===== src/rtl/chacha_xor_stream.sv =====
// chacha_xor_stream
//   Consumes keystream bytes from the ChaCha block core's byte-read port and
//   XORs each one with a plaintext byte from a valid/ready stream.
//   Ciphertext leaves on a registered valid/ready stream.
//   After BLOCK_BYTES keystream bytes it pulses blk_req for one cycle.
//   The upstream loader then writes the next counter block into the core.
//
// Parameters
//   BLOCK_BYTES  keystream bytes per block (power of two, >= 2)
//
// Ports
//   clk       clock
//   rst_n     synchronous active-low reset
//   ks_ready  core has a keystream block available; ks_byte is valid
//   ks_byte   current keystream byte from the core
//   ks_read   one-cycle strobe; the core advances to its next byte
//   blk_req   one-cycle strobe; the upstream must load the next block
//   pt_data / pt_valid / pt_ready   plaintext input stream
//   ct_data / ct_valid / ct_ready   ciphertext output stream (registered)
//   flush     (only with CHACHA_XOR_FLUSH_EN) discard the rest of the block
//
// Build option
//   CHACHA_XOR_FLUSH_EN  adds the flush input. A flush seen in STREAM
//   discards all remaining keystream bytes of the current block and then
//   requests the next block.
module chacha_xor_stream #(
  parameter int BLOCK_BYTES = 64
) (
  input  logic       clk,
  input  logic       rst_n,
  input  logic       ks_ready,
  input  logic [7:0] ks_byte,
  output logic       ks_read,
  output logic       blk_req,
  input  logic [7:0] pt_data,
  input  logic       pt_valid,
  output logic       pt_ready,
  output logic [7:0] ct_data,
  output logic       ct_valid,
  input  logic       ct_ready
`ifdef CHACHA_XOR_FLUSH_EN
  ,
  input  logic       flush
`endif
);

  localparam int              CW   = (BLOCK_BYTES > 2) ? $clog2(BLOCK_BYTES) : 1;
  localparam logic [CW-1:0]   LAST = CW'(BLOCK_BYTES - 1);

  localparam logic [1:0] ST_WAIT   = 2'd0;
  localparam logic [1:0] ST_STREAM = 2'd1;
  localparam logic [1:0] ST_REQ    = 2'd2;
  localparam logic [1:0] ST_DROP   = 2'd3;

  logic [1:0]    state_q, state_d;
  logic [CW-1:0] byte_cnt_q, byte_cnt_d;
  logic [7:0]    ct_data_q, ct_data_d;
  logic          ct_valid_q, ct_valid_d;
  logic          flush_pend_q, flush_pend_d;

  logic          in_stream;
  logic          last_byte;
  logic          accept;
  logic          discard;

  always_comb begin
    in_stream = (state_q == ST_STREAM);
    last_byte = (byte_cnt_q == LAST);

`ifdef CHACHA_XOR_FLUSH_EN
    // Discarding waits until the output register is empty.
    // This keeps the last real ciphertext byte from being lost.
    discard = rst_n & in_stream & flush_pend_q & ~ct_valid_q & ks_ready;
`else
    discard = 1'b0;
`endif

    // The rst_n term keeps the strobes low during reset.
    // This matters even when the state register still holds STREAM.
    pt_ready = rst_n & in_stream & ks_ready & (~ct_valid_q | ct_ready) & ~flush_pend_q;
    accept   = pt_valid & pt_ready;
    ks_read  = accept | discard;
    blk_req  = rst_n & (state_q == ST_REQ);

    // BLOCK_BYTES is a power of two, so the counter wraps on its own.
    byte_cnt_d = byte_cnt_q;
    if (ks_read) begin
      byte_cnt_d = byte_cnt_q + 1'b1;
    end

    ct_data_d  = ct_data_q;
    ct_valid_d = ct_valid_q;
    if (accept) begin
      ct_data_d  = pt_data ^ ks_byte;
      ct_valid_d = 1'b1;
    end else if (ct_ready) begin
      ct_valid_d = 1'b0;
    end

    state_d = state_q;
    case (state_q)
      ST_WAIT:   if (ks_ready) state_d = ST_STREAM;
      ST_STREAM: if (ks_read && last_byte) state_d = ST_REQ;
      ST_REQ:    state_d = ST_DROP;
      ST_DROP:   if (!ks_ready) state_d = ST_WAIT;
      default:   state_d = ST_WAIT;
    endcase

`ifdef CHACHA_XOR_FLUSH_EN
    // The block-ending cycle always clears the pending flag.
    // A flush that coincides with the last byte therefore cannot carry
    // over into the next block.
    flush_pend_d = (flush_pend_q | (in_stream & flush)) & ~(in_stream & ks_read & last_byte);
`else
    flush_pend_d = 1'b0;
`endif
  end

  always_ff @(posedge clk) begin
    if (!rst_n) begin
      state_q      <= ST_WAIT;
      byte_cnt_q   <= '0;
      ct_data_q    <= 8'h00;
      ct_valid_q   <= 1'b0;
      flush_pend_q <= 1'b0;
    end else begin
      state_q      <= state_d;
      byte_cnt_q   <= byte_cnt_d;
      ct_data_q    <= ct_data_d;
      ct_valid_q   <= ct_valid_d;
      flush_pend_q <= flush_pend_d;
    end
  end

  assign ct_data  = ct_data_q;
  assign ct_valid = ct_valid_q;

endmodule


===== config.mk =====
export PLATFORM = sky130hd
export DESIGN_NAME = chacha_xor_stream
export DESIGN_NICKNAME = d
export VERILOG_FILES = /design/src/rtl/chacha_xor_stream.sv
export SDC_FILE = /design/constraint.sdc
export NUM_CORES = 1
export LEC_CHECK = 0
export CAP_MARGIN = 20
export CORE_MARGIN = 10
export CORE_UTILIZATION = 43
export DETAILED_ROUTE_END_ITERATION = 10
export PLACE_DENSITY = 0.87
export SLEW_MARGIN = 10
export SYNTH_ARGS = -nofsm -noshare
export SYNTH_HDL_FRONTEND = slang
export SYNTH_SLANG_ARGS = --single-unit

===== constraint.sdc =====
create_clock -name clk -period 2 [get_ports clk]
set_clock_uncertainty 0.15 [all_clocks]
set_input_delay 0.4 -clock clk [delete_from_list [all_inputs] [get_ports clk]]
set_output_delay 0.4 -clock clk [all_outputs]
set_load 0.03 [all_outputs]

==> results.txt <==
----------------------------------------------------
[Clock tree]
  CTS Hold Bufs ... 0
  Sinks on Clock Net ... 17
  Number of buffers created by CTS ... 3
  Clk root buf ... clkbuf_4
  Clock latency of the later-clocked register in the worst-skew pair ... 0.30 ns
  CTS tree ... yes
  Clock slew at the register clock pins of the worst setup and hold paths ... 0.10 ns
  Longest Clk Path Bufs ... 2
  H-tree lvl count ... 1

[Placement]
  # port buffers ... 32
  Setup WS pre-CTS ... -0.0599 ns
  Half-perimeter wire length after placement ... 1760 µm
  Global placer's final weighted congestion ... 0.746
  Total instance count after detailed placement ... 150

[Synthesis]
  Number of instances in the synthesized netlist ... 89
  Top cell type's share of synthesized area ... 38.4%
  Count of state elements after synthesis ... 17
  Async set-or-reset flop fraction in the synthesized netlist ... 0%
  Number of enable flip-flop cells after synthesis ... 0
  Register area share after synthesis ... 38.4%
  Warnings from Yosys ... 0
  Predominant post-synthesis flop cell ... dfxtp_1
  Net Count, Synth ... 116
  Distinct cell type count of the synthesized netlist ... 26
  Leading cell types by total area after synthesis ... dfxtp_1, o211a_1, ha_1
  Yosys top cell by area ... dfxtp_1
  Cell area after synthesis ... 886 µm²
  Mean Syn Cell Area ... 9.95 µm²

[Cells and area]
  Filler-free cell count of the finished design ... 155
  Syn-to-layout area delta ... 48.4%
  Number of nets in the final layout ... 156
  Multi-input gate area in the final layout ... 531 µm²
  Ant diodes ... 0
  Final standard cell utilization of the core ... 67.0%
  Share of post-route cells with drive strength above 1 ... 15.6%
  Filler cells ... 166
  Leading cell type in the layout, fill and taps excluded ... clkdlybuf4s50_1
  Total area of sequential cells ... 342 µm²
  Commonest non-fill, non-tap cells in the layout ... clkdlybuf4s50_1, nand2_1, dfxtp_1

[Setup path]
  Arrival time of data at the critical path endpoint ... 1.39 ns
  Crit start category ... input port
  End of the worst register-to-register path ... byte_cnt_q[0]$_SDFFE_PN0P_
  Cell repeated most along the worst path ... buf_4
  Crit Path Category ... input port to output port
  Crit path capture type ... output port
  Largest fanout of any net on the critical path ... 4
  RR Startpoint ... state_q[1]$_SDFFE_PN0P_
  CP Capture Point ... pt_ready
  Worst EP required ... 1.45 ns
  Startpoint of the most critical setup path ... ct_ready
  Setup slack of the most critical reg-to-reg path ... 0.25 ns
  Critical-path cell with the highest stage delay ... clkdlybuf4s50_1
  Cells along the critical path ... clkdlybuf4s50_1, nor2b_4, buf_4, nor2_1, buf_4
  Depth of the worst register-to-register path ... 8
  CP max stage delay ... 0.45 ns

[STA]
  Headroom to the max-slew limit ... 75.6%
  Fin. Hold Viols ... 0
  Highest clock rate ... 517 MHz
  Final critical path time including I/O delays and setup ... 1.94 ns
  Setup Viol. Count Final ... 0
  Setup repair after global routing missed its margin ... no
  Worst-margin pin slew ... 0.361 ns
  Setup TNS Final ... 0 ns
  Fin. max-slew vios ... 0
  Worst-case setup margin in the final layout ... 0.0644 ns
  Share of the clock period used by the worst path ... 96.8%

[Floorplan]
  Starting density of the core ... 45.2%
  Area of the core ... 0.00196 mm²
  Floorplan die width ... 65.4 µm
  Height of the die ... 65.4 µm
  Count of boundary I/O pins ... 33
  Row count ... 16
  Die Area ... 0.00428 mm²

[Routing]
  Number of DRC markers in iteration 0 ... 18
  Count of unresolved DRC violations after routing ... 0
  Mean routed wirelength per cell ... 14.2 µm
  Via count ... 750
  Detailed Routing Iterations Pass 1 ... 4
  DRT antenna net count ... 0
  Routed vias/inst ... 4.84
  Total Routed Length ... 2200 µm

[Pwr]
  Leakage power ... 0.631 nW
  Pwr per Cell Area ... 693 mW/mm²
  Peak VDD IR ... 424 µV
  Total power of the final layout ... 0.911 mW

[GRT]
  Overflow left after global routing ... 0
  Vias in the first global route ... 762
  Maximum number of pins on one net before global-route repair ... 22
  Global-route total usage across every layer ... 10.3%
  Number of antenna violations at the first check in global routing ... 0
  First-pass GRT wire length ... 3560 µm

[Worst hold path]
  Hold path startpoint ... byte_cnt_q[3]$_SDFFE_PN0P_
  HP Class ... flop to flop

[Run status]
  Run status ... complete, no violations

[Flow run]
  Count of maximum capacitance violations ... 0

----------------------------------------------------
[power by group]
group,switching (mW),total [mW],internal [mW]
Clock,0.117,0.192,0.0746
Combinational,0.156,0.317,0.162
Sequential,0.0310,0.402,0.371
Total,0.304,0.911,0.607
[cells in the mapped netlist (2+ instances only)]
library cell	count
and2_1	4
buf_2	2
dfxtp_1	17
ha_1	6
inv_1	2
mux2i_1	6
nand2_1	16
nand3_1	2
o211a_1	8
xnor2_1	8
xor2_1	3
[layer usage]
layer	wire [µm]	up-vias	track usage, %
met1	897	350	10.9
met3	38	2	0.847
li1	-	385	-
met2	1250	13	19.5
met5	0	-	0
met4	21	0	5.61
[worst max-delay path: cells and delay by family]
family	cells	cell delay, ns
buf+inv	3	0.76
simple gates	2	0.23
[registers in the layout (all words and copies together) (netlist names)]
name / flops
ct_data: 8
byte_cnt_q: 6
state_q: 2
ct_valid: 1
[final cells by class]
class,count,share of cell area [%]
multi-input cells,66,40.3
repair buffers,39,28.4
flip-flops and latches,17,26.0
well taps,27,2.57
clock buffers,3,1.71
inverters,2,0.571
clock inverters,1,0.381
[worst min-delay path by stage]
stage	to	slack (ns)	cells after the start
after floorplan	byte_cnt_q[3]$_SDFFE_PN0P_	0.29	2
after global placement	byte_cnt_q[3]$_SDFFE_PN0P_	0.31	2
after detailed placement	byte_cnt_q[3]$_SDFFE_PN0P_	0.33	2
after CTS	byte_cnt_q[3]$_SDFFE_PN0P_	0.34	2
after global routing	ct_data[6]$_SDFFE_PN0P_	0.37	1
final	byte_cnt_q[3]$_SDFFE_PN0P_	0.34	2
[per-stage QoR]
stage	instance area (µm²)	hold slack, ns
3_3_place_gp	1250	0.314
4_1_cts	1310	0.341
5_1_grt	1320	0.372
6_report	1320	0.338
2_1_floorplan	886	0.295
3_5_place_dp	1250	0.326
[kinds of logic (layout without fill, tap and decap cells)]
family	Yosys count	count (layout)	synth area share [%]
DFF	17	17	38.4
muxes	6	6	6.78
xor gates and xnor gates	11	11	10.9
and+or+nand+nor	32	32	20.3
adders and majority gates	6	6	8.47
buffers and inverters	6	45	3.67
AOI/OAI and AO/OA	11	11	11.4
[repair_timing]
action | in CTS | in global routing
setup endpoints to repair | 2 | 2
setup buffers | 1 | 0
pin swaps | 1 | 1
gates resized for setup | 6 | 3
No activity file was read; power rests on OpenSTA's default activity.
